**config.mk**
```make
export PLATFORM = sky130hd
export DESIGN_NAME = kbd_xt_host_ctrl
export DESIGN_NICKNAME = d
export VERILOG_FILES = /design/src/rtl/kbd_xt_host_ctrl.sv
export SDC_FILE = /design/constraint.sdc
export NUM_CORES = 1
export LEC_CHECK = 0
export ABC_AREA = 1
export BUFFER_PORTS_ARGS = -buffer_cell sky130_fd_sc_hd__buf_4
export CORE_MARGIN = 2
export CORE_UTILIZATION = 55
export CTS_BUF_LIST = sky130_fd_sc_hd__clkbuf_8
export CTS_CLUSTER_SIZE = 25
export DETAILED_ROUTE_END_ITERATION = 10
export PLACE_DENSITY = 0.73
export SETUP_SLACK_MARGIN = 0.02
export SLEW_MARGIN = 20
export SYNTH_ARGS = -nofsm -noshare
export SYNTH_HDL_FRONTEND = slang
export SYNTH_SLANG_ARGS = --single-unit
export TNS_END_PERCENT = 30
```
**constraint.sdc**
```tcl
create_clock -name CLK -period 2.2 [get_ports CLK]
set_clock_uncertainty 0.15 [all_clocks]
set_input_delay 0.11 -clock CLK [delete_from_list [all_inputs] [get_ports CLK]]
set_output_delay 0.11 -clock CLK [all_outputs]
set_load 0.005 [all_outputs]
```
**src/rtl/kbd_xt_host_ctrl.sv**
```systemverilog
// Host side of the XT keyboard link: generates KBD_CLK, deserialises frames into
// SCAN_CODE/IRQ1, inhibits the link while a code is held, and sequences KBD_RESET_N.
module kbd_xt_host_ctrl #(
   parameter int CLK_DIV    = 8,
   parameter int RST_CYCLES = 16
) (
   input  logic       CLK,
   input  logic       RESET_N,
   output logic       KBD_CLK,
   input  logic       KBD_DATA,
   output logic       KBD_RESET_N,
   input  logic       CLK_EN,
   input  logic       CLEAR,
   input  logic       RESET_REQ,
   output logic [7:0] SCAN_CODE,
   output logic       IRQ1,
   output logic       FRAME_ERR
);

   typedef enum logic [1:0] {IDLE, START2, DATA, FULL} state_t;

   localparam logic [7:0]  DIV_TC  = 8'(CLK_DIV - 1);
   localparam logic [15:0] RST_LEN = 16'(RST_CYCLES);

   state_t      state;
   logic        sync1, sync2;
   logic [7:0]  div_cnt;
   logic [2:0]  bit_cnt;
   logic [7:0]  shreg;
   logic [15:0] rst_cnt;
   logic [15:0] rst_cnt_next;
   logic        reset_active;
   logic        run;
   logic        strobe;

   assign reset_active = (rst_cnt != 16'd0);
   assign run          = CLK_EN & ~CLEAR & (state != FULL) & ~reset_active;
   // A strobe is only a divider-driven 1->0 transition, never a forced fall.
   assign strobe       = run & (div_cnt == DIV_TC) & KBD_CLK;

   always_comb begin
      rst_cnt_next = rst_cnt;
      if (RESET_REQ)
         rst_cnt_next = RST_LEN;
      else if (rst_cnt != 16'd0)
         rst_cnt_next = rst_cnt - 16'd1;
   end

   always_ff @(posedge CLK or negedge RESET_N) begin
      if (!RESET_N) begin
         sync1       <= 1'b1;
         sync2       <= 1'b1;
         rst_cnt     <= 16'd0;
         KBD_RESET_N <= 1'b1;
      end else begin
         sync1       <= KBD_DATA;
         sync2       <= sync1;
         rst_cnt     <= rst_cnt_next;
         KBD_RESET_N <= (rst_cnt_next == 16'd0);
      end
   end

   always_ff @(posedge CLK or negedge RESET_N) begin
      if (!RESET_N) begin
         div_cnt <= 8'd0;
         KBD_CLK <= 1'b0;
      end else if (!run) begin
         div_cnt <= 8'd0;
         KBD_CLK <= 1'b0;
      end else if (div_cnt == DIV_TC) begin
         div_cnt <= 8'd0;
         KBD_CLK <= ~KBD_CLK;
      end else begin
         div_cnt <= div_cnt + 8'd1;
      end
   end

   always_ff @(posedge CLK or negedge RESET_N) begin
      if (!RESET_N) begin
         state     <= IDLE;
         bit_cnt   <= 3'd0;
         shreg     <= 8'h00;
         SCAN_CODE <= 8'h00;
         IRQ1      <= 1'b0;
         FRAME_ERR <= 1'b0;
      end else if (CLEAR) begin
         state     <= IDLE;
         bit_cnt   <= 3'd0;
         shreg     <= 8'h00;
         SCAN_CODE <= 8'h00;
         IRQ1      <= 1'b0;
         FRAME_ERR <= 1'b0;
      end else if (RESET_REQ || reset_active) begin
         // Keyboard reset drops any partial frame but keeps the held code/flags.
         state   <= IDLE;
         bit_cnt <= 3'd0;
         shreg   <= 8'h00;
      end else if (strobe) begin
         case (state)
            IDLE: begin
               if (!sync2) state <= START2;
            end
            START2: begin
               bit_cnt <= 3'd0;
               if (!sync2) begin
                  state <= DATA;
               end else begin
                  FRAME_ERR <= 1'b1;
                  state     <= IDLE;
               end
            end
            DATA: begin
               shreg <= {sync2, shreg[7:1]};
               if (bit_cnt == 3'd7) begin
                  SCAN_CODE <= {sync2, shreg[7:1]};
                  IRQ1      <= 1'b1;
                  state     <= FULL;
               end else begin
                  bit_cnt <= bit_cnt + 3'd1;
               end
            end
            default: state <= FULL;
         endcase
      end
   end

endmodule

```
# After elaboration in Yosys (flattened, before gate mapping)
# Cells that the tools add are included.
dict set report word_totals {
  reg_bits 51
  inputBits 6
  out_inout_bits 12
  word_cells 87
}
dict set report op_classes {
  addsub 3
  n_eq_ne 10
  n_mux 37
  n_bitwise 8
  n_reduce_logical 17
}
# operator n
set op_table {}
lappend op_table {{2-to-1 mux 8 bit} 11}
lappend op_table {{2-to-1 mux 16 bit} 2}
lappend op_table {{zero test 16 bit} 1}
lappend op_table {{nonzero test 16 bit} 1}
lappend op_table {{subtractor 16 x 1 -> 16 bit (second input constant)} 1}
lappend op_table {{2-to-1 mux 1 bit} 12}
lappend op_table {{2-to-1 mux 2 bit} 6}
lappend op_table {{2-to-1 mux 3 bit} 4}
lappend op_table {{!= test 4 bit (second input constant)} 3}
lappend op_table {{nonzero test 2 bit} 5}
lappend op_table {{adder 8 x 1 -> 8 bit (second input constant)} 1}
lappend op_table {{== test 8 x 3 -> 1 bit (second input constant)} 1}
lappend op_table {{AND reduction 4 bit} 2}
lappend op_table {{case mux 2 bit (3 select lines)} 1}
lappend op_table {{case mux 3 bit (2 select lines)} 1}
lappend op_table {{AND reduction 3 bit} 2}
lappend op_table {{nonzero test 3 bit} 2}
lappend op_table {{bitwise AND 1 bit} 5}
lappend op_table {{!= test 2 bit (second input constant)} 2}
lappend op_table {{nonzero test 4 bit} 1}
lappend op_table {{adder 3 x 1 -> 3 bit (second input constant)} 1}
lappend op_table {{== test 3 bit (second input constant)} 1}
lappend op_table {{inverter 1 bit} 3}
lappend op_table {{== test 2 x 1 -> 1 bit (second input constant)} 1}
lappend op_table {{other kinds (5)} 5}

# Depth between registers and ports, before layout
dict set report depth {
  ltp_word 9
  mapped_depth 12
  depth_no_buf 12
}

# Worst setup path after synthesis
# No wires, ideal clock.
dict set report synth_path {
  path_kind {register to register}
  start {register rst_cnt[0]}
  end {register SCAN_CODE[0]}
  setup_ns 0.118
  arrival_time_ns 1.716
  t_required_ns 1.932
  path_slack_ns 0.216
  path_stages_with_launch 13
  n_path_buf 1
  period_less_slack_ns 1.984
  path_cell_list {dfrtp_1 > inv_1 > ha_1 > nand3_1 > nor2_4 > nand2_4 > nor2_4 > nand2_4 > nor2_8 > nand3b_4 > buf_6 > nand3_2 > o21ai_2}
}
dict set report synth_via {
  elab_chain_len 7
}
# element line
set synth_lines {}
lappend synth_lines {{from (decl)} 30} ;# logic [15:0] rst_cnt;
lappend synth_lines {{from (signal assigned)} 58} ;# rst_cnt <= rst_cnt_next;
lappend synth_lines {{nonzero test 16 bit (*)} 36} ;# assign reset_active = (rst_cnt != 16'd0);
lappend synth_lines {{inverter 1 bit} 37} ;# assign run = CLK_EN & ~CLEAR & (state != FULL) & ~reset_active;
lappend synth_lines {{bitwise AND 1 bit} 37}
lappend synth_lines {{bitwise AND 1 bit (2 in a row)} 39} ;# assign strobe = run & (div_cnt == DIV_TC) & KBD_CLK;
lappend synth_lines {{nonzero test 2 bit (no source line)} n/a}
lappend synth_lines {{AND reduction 4 bit (no source line) (*)} n/a}
lappend synth_lines {{to (signal assigned)} 115} ;# SCAN_CODE <= {sync2, shreg[7:1]};
lappend synth_lines {{to (decl)} 15} ;# output logic [7:0] SCAN_CODE,
# Mark *: on every way between the ends. The rest lies on a longest branch, timed or not.
# A chain may end at the register's enable or synchronous reset.

# Final worst setup path
dict set report layout_path {
  start {register rst_cnt[0]}
  end {register SCAN_CODE[3]}
}
# The elaborated chain is that of the path after synthesis.

==> impl_metrics.ini <==
[outcome]
outcome = finished, final reports clean

[timing]
clock.fmax_ghz = 0.480
slew_headroom = 0.599
worst_slew_pin_slew_ps = 602
post-route-period-util = 0.948
drv_slew = 0
whs_ps = 108
timing.final.crit_period_ps = 2090
finalSetupViolCount = 0
setup_slack_ps = 115
rsz0062_at_grt = yes
hold_violations = 0

[route]
routed_wl_mm = 5.25
drt_iter0_drc = 117
vias = 2125
routedWlPerCell_microns = 12.1
route.detailed.drc = 0
drtAntennaViolNets = 0
drt-vias-per-instance = 4.89
firstDrtPassIters = 4

[critical_path]
arrival_ps = 2130
reg2reg_from = rst_cnt[0]
crit_chain = inv_2 -> ha_2 -> nand3_2 -> nor2_4 -> nand2_4 -> nor2_4 -> nand2_4 -> nor2_8 -> nand3b_4 -> nand3_1 -> o21ai_2
crit_buf_inv = 1
worstSetupStartpoint = rst_cnt[0]
critical-path-top-delay-family = simple AND/OR/NAND/NOR gates
ff2ff_path_depth = 11
endpoint_kind = flip-flop
startpoint_type = flip-flop
reg2reg_slack_ps = 110
reg2reg_to = SCAN_CODE[3]
critical_path_class = reg -> reg
cp_slowest_stage_delay_ps = 420
cp.required_ps = 2240
crit_path_top_delay_cell = dfrtp_1
crit_fanout = 9

[clock_tree]
tritoncts = yes
cts-buffers-inserted = 5
clk_latency_ps = 300
cts_buffer_depth = 2
htreeDepth = 2
root_buffer = clkbuf_8
clkTransAtPathRegs_ps = 90
cts_sinks = 50

[power_and_ir_drop]
power_density_nw_per_um2 = 898
vdd_drop_max_mv = 0.538
p_leak_nw = 1.72

[yosys]
synthAdderAreaFrac = 0.0457
avgSynthCellArea_sq_um = 8.12
synth.top_cells.by_count = 67 x nand2_1, 51 x inv_1, 50 x nand3_1
syn-instance-count = 337
ys_types = 36
syn_nets = 353
yosys.area.top_type = dfrtp_1
synth-compound-area-share = 0.0626
synthMuxAreaShare = 0.00366
ys_seq_area_frac = 0.459
synth_top_family_by_area = simple AND/OR/NAND/NOR gates
yosys.area_share.simple = 0.326
synthXorXnorAreaFrac = 0.0192
dominantRegCellSynth = dfrtp_1
netlist_area_sq_um = 2740
synth_area_leaders = dfrtp_1 43%, nand2_1 9.2%, nand3_1 9.1%
ys_warn_count = 0
async_flop_share = 1.00
synth_top_area_frac = 0.430
yosysMostFrequentCell = nand2_1
ys_seq_elements = 50
synth_edf_count = 0

[place]
io_buffers = 17
routabilityCongestion = 0.887
post-place-ws_ps = 15.4
hpwlAfterDp_mm = 3.84
placed_cells = 420

[finish]
antenna_cells = 0
fillCellCount = 413
fin_nets = 383
final-instance-count-excl-fill = 435
layout-drive-gt1-share = 0.177
area_growth_pct = 15.5

[global_routing]
antenna_found_initial = 0
grt_start_max_net_pins = 51
grt_pass1_vias = 2184
grt_pass1_wl_mm = 9.20
grt_use_total = 0.218
gr-total-overflow = 0

[die]
die_y_microns = 74.5
core_sq_um = 4750
rows = 25
die_area_sq_um = 5560
ioPinCount = 18
die_x_microns = 74.5
initial_core_util = 0.576

[worst_hold_path]
min_to = div_cnt[2]
hold_class = in -> reg
hold_start = CLK_EN
whs_path_depth = 5

[job]
cap_violations = 0
-- tightest hold or removal path, cell delays in order --
cell and delay [ps]:
buf_4 110, nand2_1 100, nor2_4 60, inv_1 90, nor3b_1 50
-- state kept, by name (all words and copies together), names as in the netlist --
| register | count |
|---|---|
| div_cnt | 8 |
| sync2 | 1 |
| FRAME_ERR | 1 |
| bit_cnt | 3 |
| state | 2 |
| IRQ1 | 1 |
| KBD_RESET_N | 1 |
| SCAN_CODE | 8 |
| sync1 | 1 |
| KBD_CLK | 1 |
| shreg | 7 |
| rst_cnt | 16 |
-- per-stage QoR --
step | TNS [ps] | util | cell area, sq um | total power [mW]
final | 0 | 0.665 | 3160 | 2.84
after global routing | -35.1 | 0.665 | 3160 | 3.09
after CTS | 0 | 0.653 | 3110 | 2.81
after detailed placement | 0 | 0.619 | 2940 | 2.17
after global placement | 0 | 0.619 | 2940 | 2.14
after floorplan | 0 | - | 2740 | 1.92
-- where the power goes --
group	internal (mW)	leakage (nW)	total, mW	switching, mW
combinational	0.397	0.986	1.10	0.703
sequential	1.02	0.678	1.11	0.0912
clock	0.335	0.0556	0.629	0.295
total	1.75	1.72	2.84	1.09
-- logic make-up after synthesis --
logic type,count (synthesis)
AO/OA/AOI/OAI,27
XOR/XNOR,6
adder cells (fa/ha/maj),10
buffers and inverters,58
flip-flops,50
multiplexers,1
AND/OR/NAND/NOR,185
-- per-layer routing --
metal	vias to the layer above	track usage	share of wire
met4	0	0.0754	0.0095
met2	23	0.394	0.52
li1	1121	-	-
met3	6	0.0434	0.030
met5	-	0	0
met1	975	0.257	0.44
-- how the worst max path moves through the flow --
stage	slack (ps)	to	depth (start not counted)
finish	110	SCAN_CODE[3]	11
global route	-20	SCAN_CODE[7]	11
detailed placement	20	SCAN_CODE[6]	11
global placement	110	SCAN_CODE[1]	11
CTS	50	SCAN_CODE[0]	10
floorplan	220	SCAN_CODE[0]	12
-- cell type report --
class | instances | area, sq um | share of cell area
clock buffer | 5 | 68.8 | 0.0218
clock inverter | 3 | 41.3 | 0.0131
inverter | 54 | 215 | 0.0681
multi-input combinational | 230 | 1290 | 0.409
sequential | 50 | 1250 | 0.397
tap | 67 | 83.8 | 0.0265
timing repair buffer | 26 | 205 | 0.0649
-- cell usage in the layout, fill, tap and decap left out, drive strengths merged --
cell,netlist,layout
nand2,72,72
inv,53,53
nor2,52,52
nand3,51,51
dfrtp,47,47
buf,3,22
o21ai,20,20
ha,10,10
a21oi,6,6
xor2,5,5
clkbuf,1,5
dlygate4sd3,0,4
nand3b,3,4
dfstp,3,3
nor3b,2,2
clkinv,1,2
or2,1,1
and3b,1,1
and3,1,1
nor3,1,1
xnor2,1,1
a22oi,1,1
mux2i,1,1
nand4,1,1
bufinv,0,1
clkinvlp,0,1
-- timing repair --
action	4_1_cts	5_1_grt
hold buffers	4	0
pin swaps	1	3
setup buffers	0	2
gates resized for setup	0	13
setup endpoints to repair	5	24
endpoints found under the hold margin	52	0
cloned	1	0
(Power assumes the default switching activity.)
